## src/rtl/better_neighbor_writer_pkg.sv

```systemverilog
// ---------------------------------------------------------------------------
// better_neighbor_writer_pkg: word width, memory map and FSM state encodings
// Revision: 1.0
// ---------------------------------------------------------------------------
`default_nettype none

package better_neighbor_writer_pkg;

  localparam int          WORD_WIDTH   = 16;
  localparam logic [15:0] LIST_BASE    = 16'h68C;
  localparam logic [15:0] QTABLE_BASE  = 16'h600;
  localparam logic [15:0] NEXTHOP_NONE = 16'd100;

  typedef enum logic [2:0] {
    S_IDLE     = 3'd0,
    S_FETCH_ID = 3'd1,
    S_FETCH_Q  = 3'd2,
    S_EVAL     = 3'd3,
    S_WRITE    = 3'd4,
    S_WR_CNT   = 3'd5,
    S_DONE     = 3'd6
  } state_t;

endpackage

`default_nettype wire

```

## src/rtl/better_neighbor_writer.sv

```systemverilog
// ---------------------------------------------------------------------------
// better_neighbor_writer: scans the neighbor Q-table, writes the better-neighbor list and count word
// Revision: 1.0
// ---------------------------------------------------------------------------
`default_nettype none

module better_neighbor_writer #(
  parameter int                    WORD_WIDTH    = better_neighbor_writer_pkg::WORD_WIDTH,
  parameter logic [WORD_WIDTH-1:0] LIST_BASE     = better_neighbor_writer_pkg::LIST_BASE,
  parameter logic [WORD_WIDTH-1:0] QTABLE_BASE   = better_neighbor_writer_pkg::QTABLE_BASE,
  parameter int                    MAX_NEIGHBORS = 16
) (
  input  logic                  clock,
  input  logic                  nreset,
  input  logic                  start,
  input  logic [WORD_WIDTH-1:0] neighbor_count,
  input  logic [WORD_WIDTH-1:0] mybest,
  input  logic [WORD_WIDTH-1:0] MY_NODE_ID,
  input  logic [WORD_WIDTH-1:0] data_in,
  output logic [WORD_WIDTH-1:0] address,
  output logic [WORD_WIDTH-1:0] data_out,
  output logic                  wr_en,
  output logic [WORD_WIDTH-1:0] better_count,
  output logic                  done,
  output logic [7:0]            cstate
);

  import better_neighbor_writer_pkg::*;

  localparam logic [WORD_WIDTH-1:0] MAX_N = WORD_WIDTH'(MAX_NEIGHBORS);
  localparam logic [WORD_WIDTH-1:0] ONE   = WORD_WIDTH'(1);

  state_t                state;
  logic [WORD_WIDTH-1:0] idx;
  logic [WORD_WIDTH-1:0] count_l;
  logic [WORD_WIDTH-1:0] best_l;
  logic [WORD_WIDTH-1:0] my_id_l;
  logic [WORD_WIDTH-1:0] cand_id;

  logic [WORD_WIDTH-1:0] clamped;
  logic [WORD_WIDTH-1:0] idx_next;
  logic [WORD_WIDTH-1:0] id_addr;
  logic [WORD_WIDTH-1:0] list_addr;
  logic [WORD_WIDTH-1:0] count_next;
  logic                  more;
  logic                  keep;

  assign clamped    = (neighbor_count > MAX_N) ? MAX_N : neighbor_count;
  assign idx_next   = idx + ONE;
  assign id_addr    = QTABLE_BASE + {idx[WORD_WIDTH-2:0], 1'b0};
  assign list_addr  = LIST_BASE + ONE + better_count;
  assign count_next = better_count + ONE;
  assign more       = idx_next < count_l;
  // data_in carries the Q-value while in EVAL
  assign keep       = (data_in < best_l) && (cand_id != my_id_l) && (better_count < MAX_N);

  assign cstate = 8'(state);

  // Write strobes are registered on entry so wr_en is high exactly while in WRITE/WR_CNT
  always_ff @(posedge clock) begin
    if (!nreset) begin
      state        <= S_IDLE;
      address      <= '0;
      data_out     <= '0;
      wr_en        <= 1'b0;
      done         <= 1'b0;
      better_count <= '0;
      idx          <= '0;
      count_l      <= '0;
      best_l       <= '0;
      my_id_l      <= '0;
      cand_id      <= '0;
    end else begin
      wr_en <= 1'b0;
      done  <= 1'b0;
      case (state)
        S_IDLE: begin
          if (start) begin
            count_l      <= clamped;
            best_l       <= mybest;
            my_id_l      <= MY_NODE_ID;
            better_count <= '0;
            idx          <= '0;
            if (clamped != '0) begin
              state <= S_FETCH_ID;
            end else begin
              state    <= S_WR_CNT;
              address  <= LIST_BASE;
              data_out <= '0;
              wr_en    <= 1'b1;
            end
          end
        end
        S_FETCH_ID: begin
          address <= id_addr;
          state   <= S_FETCH_Q;
        end
        S_FETCH_Q: begin
          address <= id_addr + ONE;
          cand_id <= data_in;
          state   <= S_EVAL;
        end
        S_EVAL: begin
          if (keep) begin
            state    <= S_WRITE;
            address  <= list_addr;
            data_out <= cand_id;
            wr_en    <= 1'b1;
          end else begin
            idx <= idx_next;
            if (more) begin
              state <= S_FETCH_ID;
            end else begin
              state    <= S_WR_CNT;
              address  <= LIST_BASE;
              data_out <= better_count;
              wr_en    <= 1'b1;
            end
          end
        end
        S_WRITE: begin
          better_count <= count_next;
          idx          <= idx_next;
          if (more) begin
            state <= S_FETCH_ID;
          end else begin
            state    <= S_WR_CNT;
            address  <= LIST_BASE;
            data_out <= count_next;
            wr_en    <= 1'b1;
          end
        end
        S_WR_CNT: begin
          state <= S_DONE;
          done  <= 1'b1;
        end
        S_DONE: begin
          state <= S_IDLE;
        end
        default: begin
          state <= S_IDLE;
        end
      endcase
    end
  end

endmodule

`default_nettype wire

```

## config.mk

```make
export PLATFORM = sky130hd
export DESIGN_NAME = better_neighbor_writer
export DESIGN_NICKNAME = d
export VERILOG_FILES = /design/src/rtl/better_neighbor_writer_pkg.sv /design/src/rtl/better_neighbor_writer.sv
export SDC_FILE = /design/constraint.sdc
export NUM_CORES = 1
export LEC_CHECK = 0
export ABC_AREA = 1
export CAP_MARGIN = 5
export CORE_UTILIZATION = 48
export CTS_CLUSTER_SIZE = 14
export DETAILED_ROUTE_END_ITERATION = 10
export PLACE_DENSITY = 0.74
export SYNTH_ARGS = -nofsm -noshare
export SYNTH_HDL_FRONTEND = slang
export SYNTH_SLANG_ARGS = --single-unit
```

## constraint.sdc

```tcl
create_clock -name clock -period 2.8 [get_ports clock]
set_clock_uncertainty 0.05 [all_clocks]
set_input_delay 0.56 -clock clock [delete_from_list [all_inputs] [get_ports clock]]
set_output_delay 0.56 -clock clock [all_outputs]
set_load 0.1 [all_outputs]
```

==> impl_metrics.csv <==
group,metric,value,unit
status,outcome,"finished with violations",
status,violations,"negative setup slack",
final_layout,antenna_diode_count,0,
pwr,design_power_total,0.005580,W
logic_synthesis,synth.yosys.warnings,0,
die,die_height,123.4,µm
logic_synthesis,synth.cell_area,0.007073,mm²
logic_synthesis,synthDominantCellAreaShare,37.64,%
logic_synthesis,synth_simple_gate_area_share,26.80,%
final_layout,layout_commonest_cell,"nand2_1",
min_path,holdPathStages,2,
sta,timing_hold_violations_final,0,
logic_synthesis,synth_cell_type_count,41,
logic_synthesis,synth.mux.area_fraction,0,%
sta,timing_worst_slew_pin_value,579.1,ps
die,start_util,49.99,%
critical_path,reg2reg_to,"state[2]",
route,avgRoutedWirePerCell,14.26,µm
route,detailroute.via_count,7110,
grt,vias_in_the_first_global_route,6473,
sta,slew_limit_headroom,61.39,%
sta,fin_ws,-226.0,ps
sta,rsz0062_at_grt,"yes",
route,detail_route.first_pass.iterations,5,
sta,slew_violations,0,
die,fp.dieArea,0.01523,mm²
placement,post-dp-hpwl,13.76,mm
logic_synthesis,synth_seq_cells,133,
logic_synthesis,synth.largest_area_cell,"dfxtp_1",
clock_tree,clk-insertion-delay-late,430,ps
grt,grt_start_max_net_pins,66,
grt,grt_pass1_wl,31.47,mm
die,core_region_area,0.01415,mm²
logic_synthesis,yosys.area_share.xor_xnor,2.459,%
logic_synthesis,synthAdderAreaFrac,6.015,%
clock_tree,tritoncts,"done",
critical_path,worst-r2r-setup-slack,-230,ps
route,final_antenna_net_count,0,
sta,period_share,108.1,%
min_path,holdCritPathClass,"reg2reg",
final_layout,share_of_layout_cells_above_drive_strength_1,18.72,%
clock_tree,clock_sink_count,133,
die,die_x,123.4,µm
grt,number_of_antenna_violations_at_the_first_check_in_global_routing,0,
logic_synthesis,synthTopCellsByArea,"dfxtp_1 38%, nand2_1 12%, a21oi_1 9.3%",
critical_path,critical_path_arrival,3300,ps
pwr,powerDensity,590.1,mW/mm²
sta,fmaxAchievable,330.5,MHz
pwr,leakagePower,4.165,nW
flow_run,maxCapViolations,0,
sta,finalCriticalPeriod,3026,ps
final_layout,area_growth_syn_to_layout,33.70,%
route,remaining_drc_errors,0,
die,row_count,43,
final_layout,final_nets,1274,
logic_synthesis,ys_seq_area_share,37.64,%
clock_tree,cts_inserted_buffers,17,
sta,whs,403.2,ps
clock_tree,clock_slew_at_the_register_clock_pins_of_the_worst_setup_and_hold_paths,60,ps
critical_path,critPathKind,"reg2reg",
grt,grt_use_total,26.77,%
placement,place.gp.congestion,0.8957,
clock_tree,clock_tree.htree_level_count,4,
min_path,hold_end,"count_l[5]",
sta,setup_violations,34,
final_layout,layout_common_cells,"222 x nand2_1, 130 x a21oi_1, 130 x dfxtp_1",
critical_path,critical_path.endpoint_type,"register",
logic_synthesis,combinational_family_with_the_most_area_after_synthesis,"simple AND/OR/NAND/NOR gates",
placement,buffers_on_ports,119,
clock_tree,cts.path.max_buffers,2,
logic_synthesis,post_synth_inst_count,1021,
clock_tree,clockRootBuffer,"clkbuf_16",
critical_path,timing.reg2reg.worst_path_depth,21,
min_path,min_from,"count_l[5]",
critical_path,crit_fanout,3,
logic_synthesis,syn_avg_cell_area,6.928,µm²
route,first_iter_violations,524,
sta,setup-tns-final,-6648,ps
route,wirelength,19.48,mm
critical_path,critical_path_required,3070,ps
grt,globalRouteOverflowTotal,0,
route,post_drt_via_cell_ratio,5.205,
logic_synthesis,compound_cell_area_share_of_the_yosys_netlist,16.42,%
critical_path,start_kind,"register",
die,number_of_primary_i_o_pins,125,
pwr,maximum_ir_drop_on_the_vdd_rail,478.3,µV
critical_path,rr_startpoint,"idx[2]",
critical path: stages, from the launching register on:
cell	delay [ps]
dfxtp_2	350
nand3_2	90
nor2_1	90
nand2_1	90
nor3_2	170
nand3_2	130
nor2_4	140
nand3_2	100
xnor2_2	190
ha_1	280
nand2_1	90
inv_1	60
nand3_2	80
a21o_1	110
nand3_2	100
a21oi_4	210
buf_4	150
inv_2	50
nand2_4	110
buf_4	130
a31o_2	130
inv_1	30
flip-flops by register name (all words and copies together) (netlist names), 16 cells and up:
register,count
address,16
best_l,16
better_count,16
cand_id,16
count_l,16
data_out,16
idx,16
my_id_l,16
routing by layer:
layer / vias to the layer above / track usage (%) / wire length (µm) / part of all wire, %
met4: 0 / 8.810 / 351 / 1.8
met2: 244 / 40.57 / 8573 / 44
met1: 3218 / 37.36 / 9276 / 48
met5: - / 0 / 0 / 0
li1: 3615 / - / - / -
met3: 33 / 5.996 / 1276 / 6.6
what timing repair did:
action                                  in CTS  in global routing
cloned                                       2                  1
pin swaps                                    4                  6
setup buffers                                3                  2
gates resized for setup                     25                 24
hold buffers                                 0                  0
endpoints found under the setup margin      34                 34
where the power goes:
group	internal (W)	total [W]	switching, W
registers	0.00201	0.00209	0.0000796
clock network	0.00140	0.00229	0.000889
logic	0.000431	0.00120	0.000771
worst max path at each step:
stage            from           end  slack (ps)  cells after the start
6_report       idx[2]      state[2]        -230                     21
5_1_grt        idx[2]   address[14]        -460                     22
4_1_cts        idx[2]   address[14]        -100                     23
2_1_floorplan  idx[0]  data_out[10]           4                     21
3_3_place_gp   idx[1]   address[14]        -120                     22
3_5_place_dp   idx[1]    address[6]        -200                     20
synthesized netlist by cell type, drive strengths merged:
cell and number:
a21o 1, a21oi 134, a31o 1, buf 20
clkbuf 27, clkinv 3, conb 1, dfxtp 133
ha 34, inv 134, nand2 239, nand3 66
nand3b 2, nand4 26, nor2 70, nor3 20
o21a 1, o21ai 85, o21bai 1, o31ai 1
or2 3, xnor2 2, xor2 17
layout make-up:
type | count | area [µm²]
fillers | 1226 | 4693
flip-flops and latches | 133 | 2666
clock inverters | 15 | 180.2
inverters | 137 | 514.2
clock buffers | 17 | 425.4
repair buffers | 175 | 1565
well taps | 180 | 225.2
multi-input cells | 709 | 3880
through the flow:
| stage | utilization (%) | setup WS, ps | cells | area (µm²) |
|---|---|---|---|---|
| floorplan | - | 4.158 | 1025 | 7093 |
| global placement | 60.47 | -116.2 | 1326 | 8556 |
| detailed placement | 60.47 | -204.9 | 1326 | 8556 |
| CTS | 65.85 | -103.9 | 1363 | 9318 |
| global route | 66.83 | -459.8 | 1366 | 9457 |
| finish | 66.83 | -226.0 | 1366 | 9457 |
cell families (layout without fill, tap and decap cells):
logic type / after synthesis / after routing
other cells: 1 / 5
xor+xnor: 19 / 19
buf+inv: 184 / 344
fa+ha+maj: 34 / 34
flops: 133 / 133
compound gates: 224 / 224
simple gates: 426 / 427
Power figures use the tool's default switching activity.
